[config.mk]
export PLATFORM = sky130hd
export DESIGN_NAME = fpu_mult_sched
export DESIGN_NICKNAME = d
export VERILOG_FILES = /design/src/rtl/fpu_mult_sched.sv
export SDC_FILE = /design/constraint.sdc
export NUM_CORES = 2
export LEC_CHECK = 0
export CELL_PAD_IN_SITES_DETAIL_PLACEMENT = 0
export CELL_PAD_IN_SITES_GLOBAL_PLACEMENT = 1
export CORE_MARGIN = 5
export CORE_UTILIZATION = 47
export DETAILED_ROUTE_END_ITERATION = 10
export PLACE_DENSITY = 0.86
export SYNTH_ARGS = -nofsm -noshare
export SYNTH_HDL_FRONTEND = slang
export SYNTH_SLANG_ARGS = --single-unit
[constraint.sdc]
create_clock -name Clk_CI -period 8.56 [get_ports Clk_CI]
set_input_delay 1.712 -clock Clk_CI [delete_from_list [all_inputs] [get_ports Clk_CI]]
set_output_delay 1.712 -clock Clk_CI [all_outputs]
set_load 0.1 [all_outputs]
[src/rtl/fpu_mult_sched.sv]
// fpu_mult_sched: two-requester scheduler in front of one shared single-precision
// multiply datapath. Stage 1 registers the granted request's raw operands; stage 2
// registers sign, biased prenormalized exponent and the full mantissa product,
// tagged with the requester ID, toward the normalizer under valid/ready backpressure.
// Build option: define FPU_MULT_SCHED_RR_EN for round-robin arbitration; when it is
// left undefined, requester 0 always wins over requester 1.
module fpu_mult_sched #(
    parameter int unsigned C_EXP         = 8,
    parameter int unsigned C_MANT        = 23,
    parameter int unsigned C_BIAS        = 127,
    parameter int unsigned C_EXP_PRENORM = C_EXP + 2,
    parameter int unsigned C_MANT_PROD   = 2 * C_MANT + 2
) (
    input  logic                          Clk_CI,
    input  logic                          Rst_RBI,
    input  logic                          Flush_SI,
    input  logic [1:0]                    Valid_SI,
    output logic [1:0]                    Ready_SO,
    input  logic [1:0]                    Sign_a_DI,
    input  logic [1:0]                    Sign_b_DI,
    input  logic [2*C_EXP-1:0]            Exp_a_DI,
    input  logic [2*C_EXP-1:0]            Exp_b_DI,
    input  logic [2*(C_MANT+1)-1:0]       Mant_a_DI,
    input  logic [2*(C_MANT+1)-1:0]       Mant_b_DI,
    output logic                          Valid_SO,
    input  logic                          Ready_SI,
    output logic                          Tag_DO,
    output logic                          Sign_prenorm_DO,
    output logic [C_EXP_PRENORM-1:0]      Exp_prenorm_DO,
    output logic [C_MANT_PROD-1:0]        Mant_prenorm_DO,
    output logic                          Busy_SO
);

    localparam int unsigned C_MW = C_MANT + 1;

    // Stage 1: accepted request, raw operands
    logic                     r_s1Valid;
    logic                     r_s1Tag;
    logic                     r_s1SignA;
    logic                     r_s1SignB;
    logic [C_EXP-1:0]         r_s1ExpA;
    logic [C_EXP-1:0]         r_s1ExpB;
    logic [C_MW-1:0]          r_s1MantA;
    logic [C_MW-1:0]          r_s1MantB;

    // Stage 2: computed result, drives the outputs directly
    logic                     r_s2Valid;
    logic                     r_s2Tag;
    logic                     r_s2Sign;
    logic [C_EXP_PRENORM-1:0] r_s2Exp;
    logic [C_MANT_PROD-1:0]   r_s2Mant;

    logic                     w_en1;
    logic                     w_en2;
    logic [1:0]               w_grant;
    logic                     w_accepted;
    logic                     w_sel;
    logic                     w_selSignA;
    logic                     w_selSignB;
    logic [C_EXP-1:0]         w_selExpA;
    logic [C_EXP-1:0]         w_selExpB;
    logic [C_MW-1:0]          w_selMantA;
    logic [C_MW-1:0]          w_selMantB;
    logic [C_EXP_PRENORM-1:0] w_expSum;
    logic [C_MANT_PROD-1:0]   w_mantProd;

    // Stage 2 frees up when empty or when the consumer takes its result;
    // stage 1 may load when empty or when its entry moves into stage 2.
    assign w_en2 = ~r_s2Valid | Ready_SI;
    assign w_en1 = ~r_s1Valid | w_en2;

    // Flush wins over any handshake in the same cycle
    assign Ready_SO   = w_grant & {2{w_en1 & ~Flush_SI}};
    assign w_accepted = |Ready_SO;
    assign w_sel      = Ready_SO[1];

`ifdef FPU_MULT_SCHED_RR_EN
    logic r_prio;

    // Preference passes to the other requester after every accepted request
    always_ff @(posedge Clk_CI or negedge Rst_RBI) begin
        if (!Rst_RBI) begin
            r_prio <= 1'b0;
        end else if (w_accepted) begin
            r_prio <= ~w_sel;
        end
    end

    // Round-robin grant: a lone requester wins, ties go to the preferred one
    always_comb begin
        w_grant = Valid_SI;
        if (Valid_SI == 2'b11) begin
            w_grant = r_prio ? 2'b10 : 2'b01;
        end
    end
`else
    // Fixed-priority grant: requester 0 always beats requester 1
    always_comb begin
        w_grant[0] = Valid_SI[0];
        w_grant[1] = Valid_SI[1] & ~Valid_SI[0];
    end
`endif

    assign w_selSignA = w_sel ? Sign_a_DI[1] : Sign_a_DI[0];
    assign w_selSignB = w_sel ? Sign_b_DI[1] : Sign_b_DI[0];
    assign w_selExpA  = w_sel ? Exp_a_DI[2*C_EXP-1:C_EXP] : Exp_a_DI[C_EXP-1:0];
    assign w_selExpB  = w_sel ? Exp_b_DI[2*C_EXP-1:C_EXP] : Exp_b_DI[C_EXP-1:0];
    assign w_selMantA = w_sel ? Mant_a_DI[2*C_MW-1:C_MW] : Mant_a_DI[C_MW-1:0];
    assign w_selMantB = w_sel ? Mant_b_DI[2*C_MW-1:C_MW] : Mant_b_DI[C_MW-1:0];

    // Stage 1 captures the granted operands; a flush drops whatever it holds
    always_ff @(posedge Clk_CI or negedge Rst_RBI) begin
        if (!Rst_RBI) begin
            r_s1Valid <= 1'b0;
            r_s1Tag   <= 1'b0;
            r_s1SignA <= 1'b0;
            r_s1SignB <= 1'b0;
            r_s1ExpA  <= '0;
            r_s1ExpB  <= '0;
            r_s1MantA <= '0;
            r_s1MantB <= '0;
        end else if (Flush_SI) begin
            r_s1Valid <= 1'b0;
        end else if (w_en1) begin
            r_s1Valid <= w_accepted;
            if (w_accepted) begin
                r_s1Tag   <= w_sel;
                r_s1SignA <= w_selSignA;
                r_s1SignB <= w_selSignB;
                r_s1ExpA  <= w_selExpA;
                r_s1ExpB  <= w_selExpB;
                r_s1MantA <= w_selMantA;
                r_s1MantB <= w_selMantB;
            end
        end
    end

    // Exponents are zero-extended so the biased sum cannot wrap; the result is
    // read as signed. The mantissa product keeps every bit.
    assign w_expSum   = C_EXP_PRENORM'(r_s1ExpA) + C_EXP_PRENORM'(r_s1ExpB)
                      - C_EXP_PRENORM'(C_BIAS);
    assign w_mantProd = C_MANT_PROD'(r_s1MantA) * C_MANT_PROD'(r_s1MantB);

    // Stage 2 registers the computed result; payload only changes when a new
    // entry arrives so outputs hold steady while the consumer stalls
    always_ff @(posedge Clk_CI or negedge Rst_RBI) begin
        if (!Rst_RBI) begin
            r_s2Valid <= 1'b0;
            r_s2Tag   <= 1'b0;
            r_s2Sign  <= 1'b0;
            r_s2Exp   <= '0;
            r_s2Mant  <= '0;
        end else if (Flush_SI) begin
            r_s2Valid <= 1'b0;
        end else if (w_en2) begin
            r_s2Valid <= r_s1Valid;
            if (r_s1Valid) begin
                r_s2Tag  <= r_s1Tag;
                r_s2Sign <= r_s1SignA ^ r_s1SignB;
                r_s2Exp  <= w_expSum;
                r_s2Mant <= w_mantProd;
            end
        end
    end

    assign Valid_SO        = r_s2Valid;
    assign Tag_DO          = r_s2Tag;
    assign Sign_prenorm_DO = r_s2Sign;
    assign Exp_prenorm_DO  = r_s2Exp;
    assign Mant_prenorm_DO = r_s2Mant;
    assign Busy_SO         = r_s1Valid | r_s2Valid;

endmodule
==> impl_metrics.csv <==
group,metric,value,unit
global_routing,grt.overflow.total,0,
global_routing,grt_pass1_vias,21100,
timing,max_slew_margin,24.6,%
yosys,synth-edff-count,0,
yosys,synth-main-ff-cell,"dfrtp_1",
yosys,synthArstFlopShare,100,%
timing,setup_tns,0,ns
timing,hold_viol,0,
global_routing,grt_pass1_wl,116000,um
setup_path,critPathKind,"flop to flop",
floorplanning,fp.dieArea,57100,sq um
cts,clock-sinks,129,
setup_path,rr_worst_depth,21,
floorplanning,die_h,239,um
timing,finClkSkew,0.00730,ns
route,via_count,18800,
route,wl_per_cell,19.8,um
final_layout,drive_above_1_share,3.35,%
cts,post-cts-setup-buffers,0,
setup_path,r2r_start,"r_s1MantA[17]",
cts,clock_latency,0.48,ns
setup_path,cp-end-kind,"flop",
setup_path,cp_max_fo,25,
placement,gp_congestion,0.942,
yosys,synth_cell_types,57,
flow_run,drv_cap,0,
setup_path,cp-start-kind,"flop",
cts,cts_buffers,17,
hold_path,hold_start,"Mant_prenorm_DO[6]",
final_layout,multi_input_area,18700,sq um
route,drtPass1Iterations,6,
route,drc,0,
setup_path,r2r_setup_slack,0.92,ns
yosys,yosys_warnings,0,
setup_path,arrival,7.96,ns
final_layout,fin_nets,3659,
timing,max_slew.worst_pin.slew,1.13,ns
yosys,synth-seq-cells,129,
global_routing,antenna_found_initial,1,
final_layout,seq_area,3230,sq um
yosys,yosysSeqAreaShare,13.1,%
yosys,syn-num-nets,3553,
placement,port_buffers,201,
cts,htree_num_levels,4,
yosys,synth_area_per_cell,8.99,sq um
timing,max_freq,131,MHz
route,postRouteAntennaNets,0,
setup_path,cp.required,8.88,ns
hold_path,hp-class,"flop to flop",
final_layout,diodes,0,
timing,timing.final.crit_share,89.3,%
cts,path_clk_slew,0.07,ns
final_layout,fillers,4729,
yosys,synth_area,24700,sq um
timing,timing.final.max_slew_violations,0,
timing,rsz0062_at_grt,"false",
final_layout,area_growth,13.0,%
timing,setup_violations,0,
floorplanning,start_util,47.2,%
timing,min_period,7.64,ns
hold_path,min_path_cells,2,
setup_path,reg2reg_to,"Mant_prenorm_DO[35]",
cts,cts-root-buf,"clkbuf_16",
floorplanning,num_rows,84,
floorplanning,dieWidth,239,um
cts,cts_tree,"done",
route,initialDrtViolationCount,1182,
route,finalWirelength,70400,um
hold_path,min_to,"Mant_prenorm_DO[6]",
floorplanning,ios,202,
cts,ctsHoldBuffers,0,
placement,place_hpwl,57100,um
floorplanning,core_area,52200,sq um
global_routing,grt_max_degree,113,
cts,cts_buffer_depth,2,
cts,cts-resized-gates,0,
yosys,syn-instance-count,2743,
status,run_status,"finished, final reports clean",
route,viasPerCell,5.29,
global_routing,grt.total_usage,26.1,%
cells in the mapped netlist (all sizes together) (20+ instances only):
cell    instances  area [sq um]
nand2         421          1580
clkbuf        143           537
and2          295          1850
xnor2          34           298
o21ai         149           749
ha            189          2360
a22oi          68           510
dfrtp         129          3230
a31oi          25           156
a21oi          61           317
a21o           20           150
inv           568          2130
fa            483          9670
cell families (layout without fill, tap and decap cells):
| group | Yosys count | after routing | share of synthesized area [%] |
|---|---|---|---|
| buffers and inverters | 722 | 841 | 11.1 |
| AND/OR/NAND/NOR | 794 | 794 | 15.7 |
| multiplexers | 10 | 10 | 0.452 |
| AO/OA/AOI/OAI | 364 | 364 | 9.07 |
| flip-flops | 129 | 129 | 13.1 |
| adder cells (fa/ha/maj) | 672 | 672 | 48.8 |
| XOR/XNOR | 52 | 52 | 1.85 |
sequential cells by signal, summed over array words and instances (netlist names):
name	count
Exp_prenorm_DO	10
Mant_prenorm_DO	48
Sign_prenorm_DO	1
Tag_DO	1
Valid_SO	1
r_s1ExpA	8
r_s1ExpB	8
r_s1MantA	24
r_s1MantB	24
r_s1SignA	1
r_s1SignB	1
r_s1Tag	1
r_s1Valid	1
worst max path at each step:
stage / startpoint / endpoint / cells past startpoint
2_1_floorplan: r_s1MantB[3] / Mant_prenorm_DO[47] / 26
3_3_place_gp: r_s1MantA[9] / Mant_prenorm_DO[42] / 23
3_5_place_dp: r_s1MantA[17] / Mant_prenorm_DO[42] / 21
4_1_cts: r_s1MantA[17] / Mant_prenorm_DO[42] / 21
5_1_grt: r_s1MantA[17] / Mant_prenorm_DO[42] / 22
6_report: r_s1MantA[17] / Mant_prenorm_DO[35] / 21
per-layer routing:
| layer | global-route usage (%) | vias to the layer above | share of wire (%) |
|---|---|---|---|
| met5 | 0 | - | 0.018 |
| met4 | 7.69 | 2 | 2.8 |
| met3 | 7.98 | 115 | 8.8 |
| met2 | 41.1 | 620 | 46 |
| met1 | 35.1 | 9543 | 42 |
| li1 | - | 8507 | - |
cell type report:
cell class / instances / share of cell area [%]
clock buffer: 17 / 1.53
inverter: 568 / 7.65
multi-input combinational: 1892 / 67.2
timing repair buffer: 241 / 8.29
clock inverter: 15 / 0.665
tap: 688 / 3.09
sequential: 129 / 11.6
critical path, cell delays in order, from the launching register on:
cell	delay, ns
dfrtp_1	1.06
and2_1	0.26
fa_1	0.45
fa_1	0.55
inv_1	0.06
fa_1	0.50
fa_1	0.51
inv_1	0.05
fa_1	0.49
fa_1	0.49
inv_1	0.05
fa_1	0.63
inv_1	0.08
ha_1	0.37
a21oi_1	0.25
o21ai_0	0.17
a211oi_1	0.46
o31ai_2	0.18
a211oi_1	0.38
o21ai_0	0.16
xnor2_1	0.23
o21ai_0	0.11
placed cells by master (no fill, tap or decap), types with 2 or more instances in the layout:
cell type        count
xnor2_1             34
nand3_1              7
clkdlybuf4s50_1    199
nor2b_1             18
o21a_1               2
o21ai_0            144
nor3_1               4
fa_1               483
o21ai_1              3
a21oi_1             60
buf_4               40
nand2_1            421
a31oi_1             25
a21o_1              19
nor2_1              19
nand2b_1             2
clkbuf_16           17
o21bai_1            11
ha_1               189
and2_1             294
o31ai_1              2
and3_1               8
xor2_1              18
clkinv_8             3
nor4_1               2
and4_1               2
inv_6                7
nand4_1             11
a221oi_1             3
a211oi_1             5
o211ai_1             4
dfrtp_1            129
inv_1              568
mux2_2               9
a22oi_1             68
inv_8                4
stage by stage:
stage               std cells  util [%]  area [sq um]  hold slack [ns]  setup slack (ns)
floorplan                2743         -         24700            0.450              2.01
CTS                      3550      53.3         27900            0.488              1.03
global placement         3518      52.2         27200            0.466              1.04
finish                   3550      53.3         27900            0.483             0.918
global route             3550      53.3         27900            0.509             0.523
detailed placement       3518      52.2         27200            0.472              1.12
Power is not shown: default switching activity piles up to over one toggle a cycle in this logic, so the estimate is an artifact.
